[src/rtl/sonar_scheduler.sv]
// sonar_scheduler: round-robin ultrasonic ranger sequencer.
// Fires one sensor at a time, times its echo and logs per-sensor results.
module sonar_scheduler #(
    parameter int  N_SENSORS      = 4,
    parameter int  TRIG_CYCLES    = 600,
    parameter int  TIMEOUT_CYCLES = 3500000,
    parameter int  GUARD_CYCLES   = 1500000,
    parameter int  CNT_W          = 32,
    localparam int ID_W           = $clog2(N_SENSORS)
) (
    input  logic                 clk,
    input  logic                 reset,
    input  logic                 enable,
    input  logic [N_SENSORS-1:0] sensor_mask,
    output logic [N_SENSORS-1:0] trigger,
    input  logic [N_SENSORS-1:0] echo,
    output logic                 sample_valid,
    output logic [ID_W-1:0]      sample_id,
    output logic [CNT_W-1:0]     sample_distance,
    output logic                 sample_timeout,
    input  logic [ID_W-1:0]      rd_sel,
    output logic [CNT_W-1:0]     rd_distance,
    output logic                 rd_timeout
);

    typedef enum logic [2:0] {
        IDLE,
        TRIG,
        WAIT_RISE,
        MEASURE,
        GUARD
    } state_t;

    state_t               state;
    logic [ID_W-1:0]      cur;
    logic [ID_W-1:0]      last;
    logic [ID_W-1:0]      nxt;
    logic [ID_W-1:0]      jj;
    logic                 found;
    logic [CNT_W-1:0]     phase;
    logic [CNT_W-1:0]     width;
    logic [N_SENSORS-1:0] echo_m;
    logic [N_SENSORS-1:0] echo_s;
    logic [CNT_W-1:0]     rf_dist [N_SENSORS];
    logic [N_SENSORS-1:0] rf_to;
    logic                 ech;
    logic                 ph_end;
    logic                 fin;
    logic                 fin_to;
    logic [CNT_W-1:0]     fin_dist;

    assign ech         = echo_s[cur];
    assign ph_end      = (phase == CNT_W'(TIMEOUT_CYCLES - 1));
    assign fin_dist    = fin_to ? '1 : width;
    assign rd_distance = rf_dist[rd_sel];
    assign rd_timeout  = rf_to[rd_sel];

    // first enabled sensor after the last one served, wrapping
    always_comb begin
        nxt   = last;
        jj    = '0;
        found = 1'b0;
        for (int k = 1; k <= N_SENSORS; k++) begin
            jj = ID_W'((int'(last) + k) % N_SENSORS);
            if (!found && sensor_mask[jj]) begin
                nxt   = jj;
                found = 1'b1;
            end
        end
    end

    // timeout outranks an echo decision landing on the same cycle
    always_comb begin
        fin    = 1'b0;
        fin_to = 1'b0;
        if (state == WAIT_RISE || state == MEASURE) begin
            if (ph_end) begin
                fin    = 1'b1;
                fin_to = 1'b1;
            end else if (state == MEASURE && !ech) begin
                fin = 1'b1;
            end
        end
    end

    always_ff @(posedge clk or negedge reset) begin
        if (!reset) begin
            state           <= IDLE;
            cur             <= '0;
            last            <= ID_W'(N_SENSORS - 1);
            phase           <= '0;
            width           <= '0;
            echo_m          <= '0;
            echo_s          <= '0;
            trigger         <= '0;
            sample_valid    <= 1'b0;
            sample_id       <= '0;
            sample_distance <= '0;
            sample_timeout  <= 1'b0;
            rf_to           <= '0;
            for (int i = 0; i < N_SENSORS; i++) begin
                rf_dist[i] <= '0;
            end
        end else begin
            echo_m       <= echo;
            echo_s       <= echo_m;
            sample_valid <= 1'b0;
            unique case (state)
                IDLE: begin
                    if (enable && |sensor_mask) begin
                        cur     <= nxt;
                        trigger <= N_SENSORS'(1) << nxt;
                        phase   <= '0;
                        state   <= TRIG;
                    end
                end
                TRIG: begin
                    if (phase == CNT_W'(TRIG_CYCLES - 1)) begin
                        trigger <= '0;
                        phase   <= '0;
                        state   <= WAIT_RISE;
                    end else begin
                        phase <= phase + 1'b1;
                    end
                end
                WAIT_RISE: begin
                    phase <= phase + 1'b1;
                    if (!ph_end && ech) begin
                        width <= CNT_W'(1);
                        state <= MEASURE;
                    end
                end
                MEASURE: begin
                    phase <= phase + 1'b1;
                    if (ech && width != '1) begin
                        width <= width + 1'b1;
                    end
                end
                GUARD: begin
                    if (phase == CNT_W'(GUARD_CYCLES - 1)) begin
                        phase <= '0;
                        state <= IDLE;
                    end else begin
                        phase <= phase + 1'b1;
                    end
                end
                default: state <= IDLE;
            endcase
            if (fin) begin
                rf_dist[cur]    <= fin_dist;
                rf_to[cur]      <= fin_to;
                sample_valid    <= 1'b1;
                sample_id       <= cur;
                sample_distance <= fin_dist;
                sample_timeout  <= fin_to;
                last            <= cur;
                phase           <= '0;
                state           <= GUARD;
            end
        end
    end

endmodule

[config.mk]
export PLATFORM = sky130hd
export DESIGN_NAME = sonar_scheduler
export DESIGN_NICKNAME = d
export VERILOG_FILES = /design/src/rtl/sonar_scheduler.sv
export SDC_FILE = /design/constraint.sdc
export NUM_CORES = 1
export LEC_CHECK = 0
export BUFFER_PORTS_ARGS = -buffer_cell sky130_fd_sc_hd__buf_2
export CORE_MARGIN = 2
export CORE_UTILIZATION = 55
export DETAILED_ROUTE_END_ITERATION = 8
export PLACE_DENSITY = 0.74
export SLEW_MARGIN = 10
export SYNTH_ARGS = -nofsm -noshare
export SYNTH_HDL_FRONTEND = slang
export SYNTH_SLANG_ARGS = --single-unit
[constraint.sdc]
create_clock -name clk -period 2.1 [get_ports clk]
set_input_delay 0.42 -clock clk [delete_from_list [all_inputs] [get_ports clk]]
set_output_delay 0.42 -clock clk [all_outputs]
set_load 0.005 [all_outputs]
==> flow_summary.toml <==
[synthesis]
ys.flop_type = "dfrtp_1"
yosysUniqueCellTypes = 54
synth_edf_count = 0
yosys-top-cells-count = "dfrtp_1 (249), nor2_1 (128), o32a_1 (122)"
ys_warn_count = 0
syn_area_um2 = 11660
synth_area_leaders = "dfrtp_1 (53%), o32a_1 (10%), mux4_2 (6.6%), o21ai_0 (4.2%), nor2_1 (4.1%)"
syn_area_per_cell_um2 = 10.97
synth.most_common_cell = "dfrtp_1"
yosys.area.top_type = "dfrtp_1"
netlist.area_leader.share_pct = 53.45
ys_seq_elements = 251
ys_seq_area_share_pct = 53.90
synthCells = 1063
synth_nets = 1078
postSynth.asyncResetShare_pct = 100.0

[detailed_routing]
via_per_inst = 6.679
ant_nets = 0
drtPass1Iterations = 6
drt_iter0_markers = 1140
drc_errors = 0
vias = 10350
wirelength_mm = 36.87
wl_per_cell_um = 23.79

[clock_network]
cts_tree = "yes"
root_buffer = "clkbuf_16"
cts-buffers-inserted = 27
htree_levels = 1
insertion_delay_ns = 0.55
cts.clk_slew.worst_paths_ns = 0.06
clk_path_buf_depth = 3
cts.sinks = 251

[finish]
fin_area_um2 = 15420
drive_above_1_share_pct = 34.67
antenna_cells = 0
nets = 1269
syn_to_final_growth_pct = 32.31

[setup_path]
r2r-end = "rf_dist[48]$_DFFE_PN0P_"
crit_family = "simple AND/OR/NAND/NOR gates"
critPathBufInv = 3
reg2reg_setup_slack_ns = -0.31
worstPathRequired_ns = 2.57
start_kind = "register"
regToRegStartpoint = "phase[0]$_DFFE_PN0P_"
max_stage_delay_ns = 0.54
r2r_cells = 10
path_max_fanout = 6
crit_type = "reg -> reg"
worst_ep_arrival_time_ns = 2.89
cp_slowest_cell = "or4_4"
setup.worst_path.end_class = "register"
path_cells = "ha_4 > and4_4 > nand3_4 > or4_4 > and2_4 > buf_12 > nor2_4 > buf_12 > clkbuf_16 > o32a_1"
crit_top_cell = "buf_12"

[sta]
rsz0062_at_grt = "yes"
relSlewSlack_pct = 55.23
clock_skew_ns = 0.01031
slew_viol_final = 0
worstMarginPinSlew_ns = 0.6715
holdWs_ns = 0.3523
post-route-min-period_ns = 2.412
hold_violations = 0
finalSetupViolCount = 196
max_clock_freq_mhz = 414.7
post-route-period-util_pct = 114.8
worst_slack_ns = -0.3116

[die]
die_height_um = 149.6
io_pins = 86
die_w_um = 149.6
start_util_pct = 55.81
core_um2 = 20890
die_area_um2 = 22380
rows = 53

[placed_design]
place_area_um2 = 13410
place_congestion = 0.9002
dpl.hpwl_mm = 19.64
io_buffers = 85

[power]
p_leak_uw = 0.007230
ir_worst_vdd_uv = 551.5
pwr_density_cell_nw_per_um2 = 653.0

[grt]
antenna_found_initial = 0
grt_pass1_vias = 9947
grt_usage_pct = 29.93
grt_pass1_wl_mm = 52.74
grt_start_max_net_pins = 68
grt_overflow_total = 0

[job]
maxCapViolCount = 0

[min_path]
worstHoldPathType = "reg -> reg"
hold-path-endpoint = "echo_s[2]$_DFF_PN0_"
min_from = "echo_m[2]$_DFF_PN0_"
holdPathStages = 0

[run_status]
outcome = "finished, violations left"
violations = "setup timing"
==> cells in the final DEF (no fill, tap or decap), drive strengths merged, types with 10 or more instances in the layout <==
master,instances
buf,260
o32a,128
nand2,64
mux4,34
nand4,21
nor2,131
a31oi,17
xnor2,10
clkinv,10
a21oi,24
dfrtp,249
clkbuf,45
and3,17
inv,14
o21ai,97
nand3,32
nor3,17
==> flip-flops by register name, indices dropped and copies added (netlist names), 2 cells and up <==
signal and cells:
cur 2, echo_m 4, echo_s 4, last 2, phase 32, rf_dist 128
rf_to 4, sample_distance 32, sample_id 2, state 3, trigger 4, width 32
==> metrics by stage <==
step           total power (µW)  utilization (%)  cells  worst slack, ns  TNS, ns
4_1_cts                   10120            70.81   1531          -0.1930   -27.01
3_3_place_gp               5158            64.17   1460          -0.2758   -35.42
6_report                  10070            73.84   1550          -0.3116   -39.06
2_1_floorplan              4998                -   1063          -0.2349   -14.13
5_1_grt                   10350            73.84   1550          -0.3935   -54.61
3_5_place_dp               5160            64.17   1460          -0.2875   -40.90
==> worst max path at each step <==
stage,from,to,slack (ns),cells after the start
after floorplan,phase[0]$_DFFE_PN0P_,rf_dist[125]$_DFFE_PN0P_,-0.23,9
after global placement,state[2]$_DFFE_PN0P_,phase[31]$_DFFE_PN0P_,-0.28,7
final,phase[0]$_DFFE_PN0P_,rf_dist[48]$_DFFE_PN0P_,-0.31,10
after CTS,phase[23]$_DFFE_PN0P_,rf_dist[37]$_DFFE_PN0P_,-0.19,9
after detailed placement,phase[1]$_DFFE_PN0P_,rf_dist[120]$_DFFE_PN0P_,-0.29,8
after global routing,phase[0]$_DFFE_PN0P_,rf_dist[78]$_DFFE_PN0P_,-0.39,10
==> report_power, final <==
part           internal (µW)  total (µW)  switching, µW
registers               4840        4850           1.94
clock network           3020        5000           1970
logic                   77.2         231            154
total                   7940       10100           2130
==> layer usage <==
layer	vias to the layer above	part of all wire (%)	routed length (µm)	GRT usage, %
met2	611	49	17900	51.10
met1	5175	37	13800	39.23
met3	144	9.3	3440	3.994
met4	0	4.7	1727	11.33
met5	-	0	0	0
li1	4422	-	-	-
==> logic make-up (layout without fill, tap and decap cells) <==
group | count (synthesis) | in the layout | share of synthesized area, %
AO/OA/AOI/OAI | 301 | 301 | 19.59
XOR/XNOR | 15 | 15 | 1.127
adder cells (fa/ha/maj) | 2 | 2 | 0.2146
buffers and inverters | 127 | 339 | 4.529
flip-flops | 251 | 251 | 53.90
multiplexers | 37 | 37 | 6.826
AND/OR/NAND/NOR | 330 | 330 | 13.81
==> repair_timing <==
action / 4_1_cts / 5_1_grt
endpoints found under the hold margin: 47 / 0
pin swaps: 17 / 58
setup endpoints to repair: 202 / 205
gates resized for setup: 44 / 103
buffers inserted: 11 / 13
hold buffers: 5 / 0
gates cloned: 6 / 12
==> cell type report <==
class | instances | area [µm²]
tap | 275 | 344.1
clock buffer | 35 | 755.7
fill | 1326 | 5465
sequential | 251 | 6285
multi-input combinational | 685 | 5251
timing repair buffer | 275 | 2546
clock inverter | 15 | 181.4
inverter | 14 | 60.06
Note: power is estimated with default switching activity, not from simulation.
